## src/rtl/sram_port_arbiter.sv

```systemverilog
// sram_port_arbiter: shares one 1-cycle-latency SRAM between fetch and data requesters.
// Optional ARB_RR_EN: round-robin tie-break in IDLE instead of fixed data > inst priority.
module sram_port_arbiter #(
    parameter int AW = 32,
    parameter int DW = 32
) (
    input  logic            clk,
    input  logic            rst,
    input  logic            inst_req,
    input  logic [AW-1:0]   inst_addr,
    output logic [DW-1:0]   inst_rdata,
    output logic            inst_ok,
    output logic            inst_stall,
    input  logic            data_req,
    input  logic [DW/8-1:0] data_wen,
    input  logic [AW-1:0]   data_addr,
    input  logic [DW-1:0]   data_wdata,
    output logic [DW-1:0]   data_rdata,
    output logic            data_ok,
    output logic            data_stall,
    output logic            sram_en,
    output logic [DW/8-1:0] sram_wen,
    output logic [AW-1:0]   sram_addr,
    output logic [DW-1:0]   sram_wdata,
    input  logic [DW-1:0]   sram_rdata
);
    localparam logic [1:0] IDLE   = 2'd0;
    localparam logic [1:0] I_BUSY = 2'd1;
    localparam logic [1:0] D_BUSY = 2'd2;

    logic [1:0]    state_q, state_d;
    logic [DW-1:0] inst_hold_q, inst_hold_d, data_hold_q, data_hold_d;
    logic          inst_elig, data_elig, gnt_i, gnt_d;
`ifdef ARB_RR_EN
    logic          last_q, last_d;
`endif

    // Eligibility is gated by rst so nothing is issued while reset is held.
    always_comb begin
        inst_elig   = inst_req & ~rst & (state_q != I_BUSY);
        data_elig   = data_req & ~rst & (state_q != D_BUSY);
`ifdef ARB_RR_EN
        gnt_d       = data_elig & (~inst_elig | ~last_q);
`else
        gnt_d       = data_elig;
`endif
        gnt_i       = inst_elig & ~gnt_d;
`ifdef ARB_RR_EN
        last_d      = gnt_d ? 1'b1 : gnt_i ? 1'b0 : last_q;
`endif
        state_d     = gnt_d ? D_BUSY : gnt_i ? I_BUSY : IDLE;
        inst_ok     = state_q == I_BUSY;
        data_ok     = state_q == D_BUSY;
        inst_rdata  = inst_ok ? sram_rdata : inst_hold_q;
        data_rdata  = data_ok ? sram_rdata : data_hold_q;
        inst_hold_d = inst_rdata;
        data_hold_d = data_rdata;
        inst_stall  = inst_req & ~inst_ok;
        data_stall  = data_req & ~data_ok;
        sram_en     = gnt_d | gnt_i;
        sram_addr   = gnt_d ? data_addr : gnt_i ? inst_addr : '0;
        sram_wen    = gnt_d ? data_wen : '0;
        sram_wdata  = gnt_d ? data_wdata : '0;
    end

    always_ff @(posedge clk or posedge rst) begin
        if (rst) begin
            state_q     <= IDLE;
            inst_hold_q <= '0;
            data_hold_q <= '0;
`ifdef ARB_RR_EN
            last_q      <= 1'b0;
`endif
        end else begin
            state_q     <= state_d;
            inst_hold_q <= inst_hold_d;
            data_hold_q <= data_hold_d;
`ifdef ARB_RR_EN
            last_q      <= last_d;
`endif
        end
    end
endmodule

```

## config.mk

```make
export PLATFORM = sky130hd
export DESIGN_NAME = sram_port_arbiter
export DESIGN_NICKNAME = d
export VERILOG_FILES = /design/src/rtl/sram_port_arbiter.sv
export SDC_FILE = /design/constraint.sdc
export NUM_CORES = 1
export LEC_CHECK = 0
export BUFFER_PORTS_ARGS = -buffer_cell sky130_fd_sc_hd__buf_2
export CAP_MARGIN = 10
export CORE_AREA = 5 5 104 106
export CTS_BUF_LIST = sky130_fd_sc_hd__clkbuf_8
export CTS_CLUSTER_SIZE = 14
export DETAILED_ROUTE_END_ITERATION = 16
export DIE_AREA = 0 0 109 111
export PLACE_DENSITY = 0.71
export SYNTH_ARGS = -nofsm -noshare
export SYNTH_HDL_FRONTEND = slang
export SYNTH_SLANG_ARGS = --single-unit
```

## constraint.sdc

```tcl
create_clock -name clk -period 6.6 [get_ports clk]
set_input_delay 0.33 -clock clk [delete_from_list [all_inputs] [get_ports clk]]
set_output_delay 0.33 -clock clk [all_outputs]
set_load 0.02 [all_outputs]
```

==> impl_metrics.env, run 1 <==
export IMPL_cp_start_kind="register"
export IMPL_setup_violations=0
export IMPL_syn2layout_area_growth_pct=49.02
export IMPL_fin_crit_ns=2.767
export IMPL_grt_usage=0.1983
export IMPL_path_class="reg -> out"
export IMPL_slew_headroom=0.2362
export IMPL_num_vias=3573
export IMPL_place_area_um2=4557
export IMPL_gp_congestion=0.8891
export IMPL_dieArea_um2=12100
export IMPL_final_setup_worst_slack_ns=3.833
export IMPL_detail_route_wl_per_cell_um=16.62
export IMPL_cts_resized_gates=0
export IMPL_grt_max_degree=71
export IMPL_end_kind="output pin"
export IMPL_postCtsSetupBuffers=0
export IMPL_critical_path_arrival_ns=2.44
export IMPL_dp_hpwl_um=9779
export IMPL_max_stage_delay_ns=0.93
export IMPL_ys_seq_elements=66
export IMPL_crit_buf_inv=2
export IMPL_avgSynthCellArea_um2=8.721
export IMPL_path_delay_family="buffers and inverters"
export IMPL_viasPerCell=4.683
export IMPL_crit_chain="nand2b_4 > inv_1 > nand2_1 > nand2_1 > buf_2"
export IMPL_synth_cells=367
export IMPL_die_width_um=109
export IMPL_drtAntennaViolNets=0
export IMPL_antenna_found_initial=2
export IMPL_yosysWarnings=0
export IMPL_cts_sinks=66
export IMPL_rsz0062_at_grt="false"
export IMPL_first_global_vias=3411
export IMPL_drt_iter0_drc=297
export IMPL_core_area_um2=9684
export IMPL_crit_slowest_cell="inv_1"
export IMPL_numCtsBuffers=9
export IMPL_path_max_fanout=36
export IMPL_crit_top_cell="nand2_1"
export IMPL_cts_hold_fix_buffers=0
export IMPL_slew_viol_final=0
export IMPL_tightest_slew_ns=1.144
export IMPL_pre_cts_ws_ns=3.858
export IMPL_maxCapViolations=0
export IMPL_hold_violations=0
export IMPL_cts_tree="built"
export IMPL_clock_skew_ns=0.005912
export IMPL_dr_pass1_iters=5
export IMPL_grt_ovfl_total=0
export IMPL_numPortBuffers=272
export IMPL_clkLatencyLatePin_ns=0.33
export IMPL_initial_core_util=0.3305
export IMPL_clk_pin_slew_ns=0.07
export IMPL_fmax_mhz=361.5
export IMPL_hp_class="in -> reg"
export IMPL_cts_root_buf="clkbuf_8"
export IMPL_tns_ns=0
export IMPL_clock_path_buffers=2
export IMPL_drc=0
export IMPL_peakVddDrop_mv=0.1507
export IMPL_final_core_util=0.4925
export IMPL_min_period_over_period=0.4192
export IMPL_routed_wl_um=12680
export IMPL_required_ns=6.27
export IMPL_nets=760
export IMPL_powerDensity_nw_per_um2=269.3
export IMPL_num_rows=36
export IMPL_synth_area_um2=3201
export IMPL_die_height_um=111
export IMPL_drive_gt1_frac=0.4697
export IMPL_top_level_ports=273
export IMPL_grt_pass1_wl_um=18580
export IMPL_syn_nets=503
export IMPL_htreeDepth=3
export IMPL_p_leak_nw=2.873
export IMPL_status="finished, final reports clean"
export IMPL_fin_area_um2=4770
export IMPL_ys_types=18
export IMPL_synth_yosys_seq_area_share=0.5160
==> power by group <==
part | switching [mW] | total, mW | internal, mW
Sequential | 0.0208 | 0.504 | 0.484
Clock | 0.147 | 0.329 | 0.182
Combinational | 0.301 | 0.451 | 0.149
==> area by class of cell <==
cell class | instances | area, um2
tap | 133 | 166.4
timing repair buffer | 275 | 1391
fill | 943 | 4915
multi-input combinational | 269 | 1349
antenna | 2 | 5.005
inverter | 3 | 13.76
clock inverter | 5 | 55.05
sequential | 66 | 1652
clock buffer | 10 | 137.6
==> state kept, by name, indices dropped and copies added, names as in the netlist <==
register and count:
inst_hold_q 32, data_hold_q 32, state_q 2
==> path summary, 6_finish.rpt <==
check | startpoint | endpoint | slack [ns] | cells after the start
max | state_q[0] | data_rdata[27] | 3.83 | 5
min | sram_rdata[12] | data_hold_q[12] | 0.22 | 3
max reg2reg | state_q[0] | data_hold_q[27] | 4.60 | 4
min reg2reg | data_hold_q[18] | data_hold_q[18] | 0.47 | 2
max in group asynchronous | rst | state_q[0] | 5.81 | 3
min in group asynchronous | rst | inst_hold_q[9] | 0.24 | 3
==> metrics by stage <==
| step | power, mW | hold WS, ns | std cells |
|---|---|---|---|
| after floorplan | 0.7876 | 0.5818 | 367 |
| after global placement | 0.9580 | 0.4489 | 745 |
| after detailed placement | 0.9654 | 0.4533 | 745 |
| after CTS | 1.299 | 0.2021 | 760 |
| after global routing | 1.355 | 0.2137 | 763 |
| final | 1.285 | 0.2182 | 763 |
==> kinds of logic after synthesis <==
logic type,count (synthesis),synth area share
simple gates,235,0.3131
flops,66,0.5160
compound gates,34,0.1075
buf+inv,32,0.06333
==> layer usage <==
metal  track usage  up-vias  share of wire
li1              -     1701              -
met1        0.2281     1659           0.36
met2        0.3460      192           0.52
met3       0.05183       21          0.099
met4       0.07576        0          0.018
met5             0        -              0
==> tightest hold or removal path, cell delays in order <==
cell and delay (ns):
buf_2 0.09, nand2_1 0.04, nand2_1 0.06
==> cell usage after synthesis (all sizes together) <==
master / number / area [um2]
nor2b: 1 / 6.260
nand2b: 2 / 20.02
and3: 1 / 11.26
dfrtp: 66 / 1652
nand2: 192 / 720.7
a32o: 32 / 320.3
o21ai: 1 / 16.27
clkbuf: 13 / 51.30
inv: 3 / 13.77
buf: 16 / 137.6
a21o: 1 / 7.510
and2: 39 / 244.0
==> layout by cell type (no fill, tap or decap) <==
cell / instances
buf_2: 272
nand2_1: 192
dfrtp_1: 66
and2_1: 39
a32o_1: 32
clkbuf_8: 10
diode_2: 2
inv_1: 2
buf_4: 2
nand2b_4: 1
inv_2: 1
and3_4: 1
nand2b_1: 1
inv_4: 1
o21ai_4: 1
nor2b_2: 1
a21o_1: 1
clkinv_2: 1
bufinv_16: 1
inv_6: 1
clkinvlp_4: 1
buf_8: 1
(Power assumes the default switching activity.)
==> run 2, diff against run 1 <==
- CORE_AREA: 5 5 104 106 -> 5 5 101 103
- DIE_AREA: 0 0 109 111 -> 0 0 106 108
- PLACE_DENSITY: 0.71 -> 0.75
- clock period: 6.6 -> 2.7 ns (I/O delays scaled with it)
==> impl_metrics.env, run 2 (synthesis gave the netlist of run 1 again) <==
export IMPL_final_common_cell="buf_2"
export IMPL_grt_max_degree=71
export IMPL_met1_usage=0.2808
export IMPL_grt_pass1_wl_um=19530
export IMPL_die_height_um=108
export IMPL_instances_no_fill=742
export IMPL_globalRouteMet2Util=0.3566
export IMPL_dieArea_um2=11450
export IMPL_cts_root_buf="clkbuf_8"
export IMPL_path_class="reg -> out"
export IMPL_end_kind="output pin"
export IMPL_grt_busiest_layer="met2"
export IMPL_clk_pin_slew_ns=0.08
export IMPL_numPortBuffers=272
export IMPL_numCtsBuffers=9
export IMPL_postCtsSetupBuffers=0
export IMPL_grt_ovfl_total=0
export IMPL_reg_top3="data_hold_q x32, inst_hold_q x32, state_q x2"
export IMPL_setup_violations=0
export IMPL_num_antenna_cells=0
export IMPL_hold_violations=0
export IMPL_htreeDepth=3
export IMPL_detail_route_wl_per_cell_um=17.64
export IMPL_p_leak_nw=2.868
export IMPL_clkLatencyLatePin_ns=0.33
export IMPL_routed_wl_um=13090
export IMPL_dr_pass1_iters=5
export IMPL_p_total_mw=3.093
export IMPL_fin_area_um2=4730
export IMPL_dp_hpwl_um=10290
export IMPL_rr_startpoint="state_q[1]"
export IMPL_status="finished, final reports clean"
export IMPL_fmax_mhz=420.6
export IMPL_peakVddDrop_mv=0.4319
export IMPL_antenna_found_initial=0
export IMPL_num_rows=35
export IMPL_clock_skew_ns=0.01067
export IMPL_rsz0062_at_grt="false"
export IMPL_cts_resized_gates=0
export IMPL_die_width_um=106
export IMPL_core_area_um2=9109
export IMPL_placed_cells=726
export IMPL_num_vias=3624
export IMPL_initial_core_util=0.3514
export IMPL_hp_class="in -> reg"
export IMPL_hold_start="sram_rdata[19]"
export IMPL_cts_hold_fix_buffers=0
export IMPL_grt_usage=0.2187
export IMPL_maxCapViolations=0
export IMPL_drc=0
export IMPL_clock_path_buffers=2
export IMPL_drtAntennaViolNets=0
export IMPL_cp_start_kind="register"
export IMPL_layout_common_cells="buf_2, nand2_1, dfrtp_1"
export IMPL_cts_sinks=66
export IMPL_critical_path_arrival_ns=2.24
export IMPL_powerDensity_nw_per_um2=654.0
export IMPL_slew_viol_final=0
export IMPL_met3_usage=0.07701
export IMPL_tightest_slew_ns=0.8369
export IMPL_slew_headroom=0.4421
export IMPL_path_max_fanout=34
export IMPL_nets=762
export IMPL_place_area_um2=4552
export IMPL_viasPerCell=4.884
export IMPL_tns_ns=0
export IMPL_gp_congestion=0.8365
export IMPL_required_ns=2.57
export IMPL_critPathLaunch="state_q[1]"
export IMPL_drt_iter0_drc=211
export IMPL_fin_crit_ns=2.378
export IMPL_min_period_over_period=0.8806
export IMPL_top_level_ports=273
export IMPL_syn2layout_area_growth_pct=47.77
export IMPL_first_global_vias=3533
export IMPL_drive_gt1_frac=0.4739
export IMPL_cts_tree="built"
-- run 2: power by group --
part | switching (mW) | leakage [nW] | internal, mW | total, mW
sequential | 0.0516 | 0.811 | 1.18 | 1.23
clock | 0.415 | 0.0875 | 0.341 | 0.756
combinational | 0.737 | 1.97 | 0.367 | 1.10
total | 1.20 | 2.87 | 1.89 | 3.09
-- run 2: routing by layer --
| layer | vias to the layer above | routed length [um] |
|---|---|---|
| met2 | 196 | 6417 |
| met5 | - | 0 |
| met1 | 1709 | 5171 |
| met4 | 0 | 204 |
| li1 | 1704 | - |
| met3 | 15 | 1296 |
-- run 2: area by class of cell --
| type | instances | area [um2] |
|---|---|---|
| clock inverter | 7 | 53.80 |
| sequential | 66 | 1652 |
| multi-input combinational | 269 | 1349 |
| inverter | 3 | 13.76 |
| timing repair buffer | 277 | 1399 |
| tap | 111 | 138.9 |
| clock buffer | 9 | 123.9 |
| fill | 887 | 4379 |
-- run 2: critical path, stage by stage, from the launching register on --
cell and delay, ns:
dfrtp_1 0.39, nand2b_1 0.19, inv_4 0.16, o21ai_4 0.69
a32o_1 0.30, buf_2 0.17
-- run 2: per-stage QoR --
stage	utilization	hold WS, ns	worst slack (ns)
6_report	0.5192	0.02118	0.3225
5_1_grt	0.5192	0.01762	0.1525
4_1_cts	0.5192	0.004023	0.3105
3_5_place_dp	0.4997	0.3628	0.6942
3_3_place_gp	0.4997	0.3617	0.7928
2_1_floorplan	-	0.4030	0.1247
-- run 2: worst paths after layout --
kind,to,slack (ns),depth (start not counted)
max,sram_addr[5],0.32,5
min,data_hold_q[19],0.02,3
max reg2reg,state_q[0],0.97,4
min reg2reg,data_hold_q[24],0.47,2
max in group asynchronous,inst_hold_q[27],2.05,3
min in group asynchronous,inst_hold_q[10],0.08,3
==> run 3, diff against run 2 <==
==> constraint.sdc (replaced) <==
create_clock -name clk -period 2.3 [get_ports clk]
set_input_delay 0.23 -clock clk [delete_from_list [all_inputs] [get_ports clk]]
set_output_delay 0.23 -clock clk [all_outputs]
set_load 0.02 [all_outputs]
==> impl_metrics.env, run 3 (synthesis gave the netlist of run 1 again) <==
export IMPL_status="finished, final reports clean"
export IMPL_rr_startpoint="state_q[1]"
export IMPL_p_total_mw=3.831
export IMPL_critical_path_arrival_ns=1.92
export IMPL_p_leak_nw=3.084
export IMPL_dp_hpwl_um=9894
export IMPL_initial_core_util=0.3514
export IMPL_tns_ns=0
export IMPL_routed_wl_um=12730
export IMPL_instances_no_fill=745
export IMPL_gp_congestion=0.9173
export IMPL_clock_skew_ns=0.008109
export IMPL_place_area_um2=4618
export IMPL_num_antenna_cells=0
export IMPL_grt_pass1_wl_um=18440
export IMPL_max_stage_delay_ns=0.40
export IMPL_min_period_over_period=0.9334
export IMPL_slew_headroom=0.4371
export IMPL_required_ns=2.07
export IMPL_placed_cells=729
export IMPL_tightest_slew_ns=0.8444
export IMPL_crit_slowest_cell="dfrtp_1"
export IMPL_end_kind="output pin"
export IMPL_clk_pin_slew_ns=0.07
export IMPL_numCtsBuffers=9
export IMPL_cts_root_buf="clkbuf_8"
export IMPL_peakVddDrop_mv=0.3267
export IMPL_hold_start="sram_rdata[10]"
export IMPL_slew_viol_final=0
export IMPL_timing_hold_ws_ns=0.1230
export IMPL_dieArea_um2=11450
export IMPL_drt_iter0_drc=156
export IMPL_top_level_ports=273
export IMPL_dr_pass1_iters=4
export IMPL_die_width_um=106
export IMPL_viasPerCell=4.859
export IMPL_path_max_fanout=33
export IMPL_htreeDepth=3
export IMPL_syn2layout_area_growth_pct=51.45
export IMPL_first_global_vias=3510
export IMPL_hp_class="in -> reg"
export IMPL_num_vias=3620
export IMPL_path_class="reg -> out"
export IMPL_layout_common_cells="buf_2, nand2_1, dfrtp_1"
export IMPL_die_height_um=108
export IMPL_maxCapViolations=0
export IMPL_powerDensity_nw_per_um2=790.3
export IMPL_fmax_mhz=465.8
export IMPL_critPathLaunch="state_q[1]"
export IMPL_clock_path_buffers=2
export IMPL_drtAntennaViolNets=0
export IMPL_grt_ovfl_total=0
export IMPL_num_rows=35
export IMPL_setup_violations=0
export IMPL_cts_sinks=66
export IMPL_cp_start_kind="register"
export IMPL_cts_hold_fix_buffers=0
export IMPL_detail_route_wl_per_cell_um=17.09
export IMPL_final_common_cell="buf_2"
export IMPL_core_area_um2=9109
export IMPL_antenna_found_initial=0
export IMPL_grt_usage=0.2055
export IMPL_reg_top3="data_hold_q x32, inst_hold_q x32, state_q x2"
export IMPL_clkLatencyLatePin_ns=0.33
export IMPL_drive_gt1_frac=0.5252
export IMPL_grt_max_degree=71
export IMPL_nets=766
export IMPL_fin_area_um2=4847
export IMPL_fin_crit_ns=2.147
export IMPL_crit_chain="nand2b_1 > inv_4 > o21ai_4 > buf_4 > a32o_2 > buf_2"
export IMPL_rsz0062_at_grt="false"
export IMPL_drc=0
export IMPL_hold_violations=0
export IMPL_numPortBuffers=272
export IMPL_cts_tree="built"
run 3: cell types whose count changed in the layout (fill, tap and decap cells not counted), moves of 2 or more:
cell,delta
a32o_1,-32
a32o_2,+32
buf_4,+3
bufinv_16,+2
clkinv_2,-2
run 3: critical path: cells and delay by family (launching register included):
family                 cells  cell delay (ns)
buffers and inverters      3             0.61
flip-flops                 1             0.40
AO/OA/AOI/OAI              2             0.36
AND/OR/NAND/NOR            1             0.20
run 3: repair_timing:
item / CTS / global route
setup endpoints to repair: 0 / 68
setup buffers: 0 / 0
gates resized for setup: 0 / 1
run 3: through the flow:
step / worst slack [ns] / util
after floorplan: -0.002993 / -
after global routing: 0.07134 / 0.5321
after global placement: 0.5022 / 0.5070
after CTS: 0.06029 / 0.5309
after detailed placement: 0.4325 / 0.5070
final: 0.1532 / 0.5321
run 3: path summary, 6_finish.rpt:
kind	endpoint	slack (ns)	cells after the start
min reg2reg	inst_hold_q[14]	0.47	2
min	inst_hold_q[10]	0.12	3
max in group asynchronous	inst_hold_q[18]	1.53	3
min in group asynchronous	data_hold_q[0]	0.20	3
max reg2reg	state_q[0]	0.91	5
max	sram_addr[9]	0.15	6
run 3: final cells by class:
cell class,instances,area [um2]
Fill cell,859,4262
Sequential cell,66,1652
Timing Repair Buffer,280,1421
Multi-Input combinational cell,270,1400
Tap cell,111,138.9
Clock buffer,10,137.6
Clock inverter,5,80.08
Inverter,3,17.52
run 3: where the power goes:
group          internal, mW  switching [mW]  total (mW)
clock network         0.632           0.427        1.06
registers              1.39          0.0608        1.45
logic                 0.444           0.878        1.32
run 3: routing by layer:
layer / up-vias / wire length (um) / share of wire / global-route usage
li1: 1719 / - / - / -
met1: 1681 / 4942 / 0.39 / 0.2564
met2: 195 / 6363 / 0.50 / 0.3461
met3: 25 / 1172 / 0.092 / 0.06448
met4: 0 / 253 / 0.020 / 0.05643
met5: - / 0 / 0 / 0
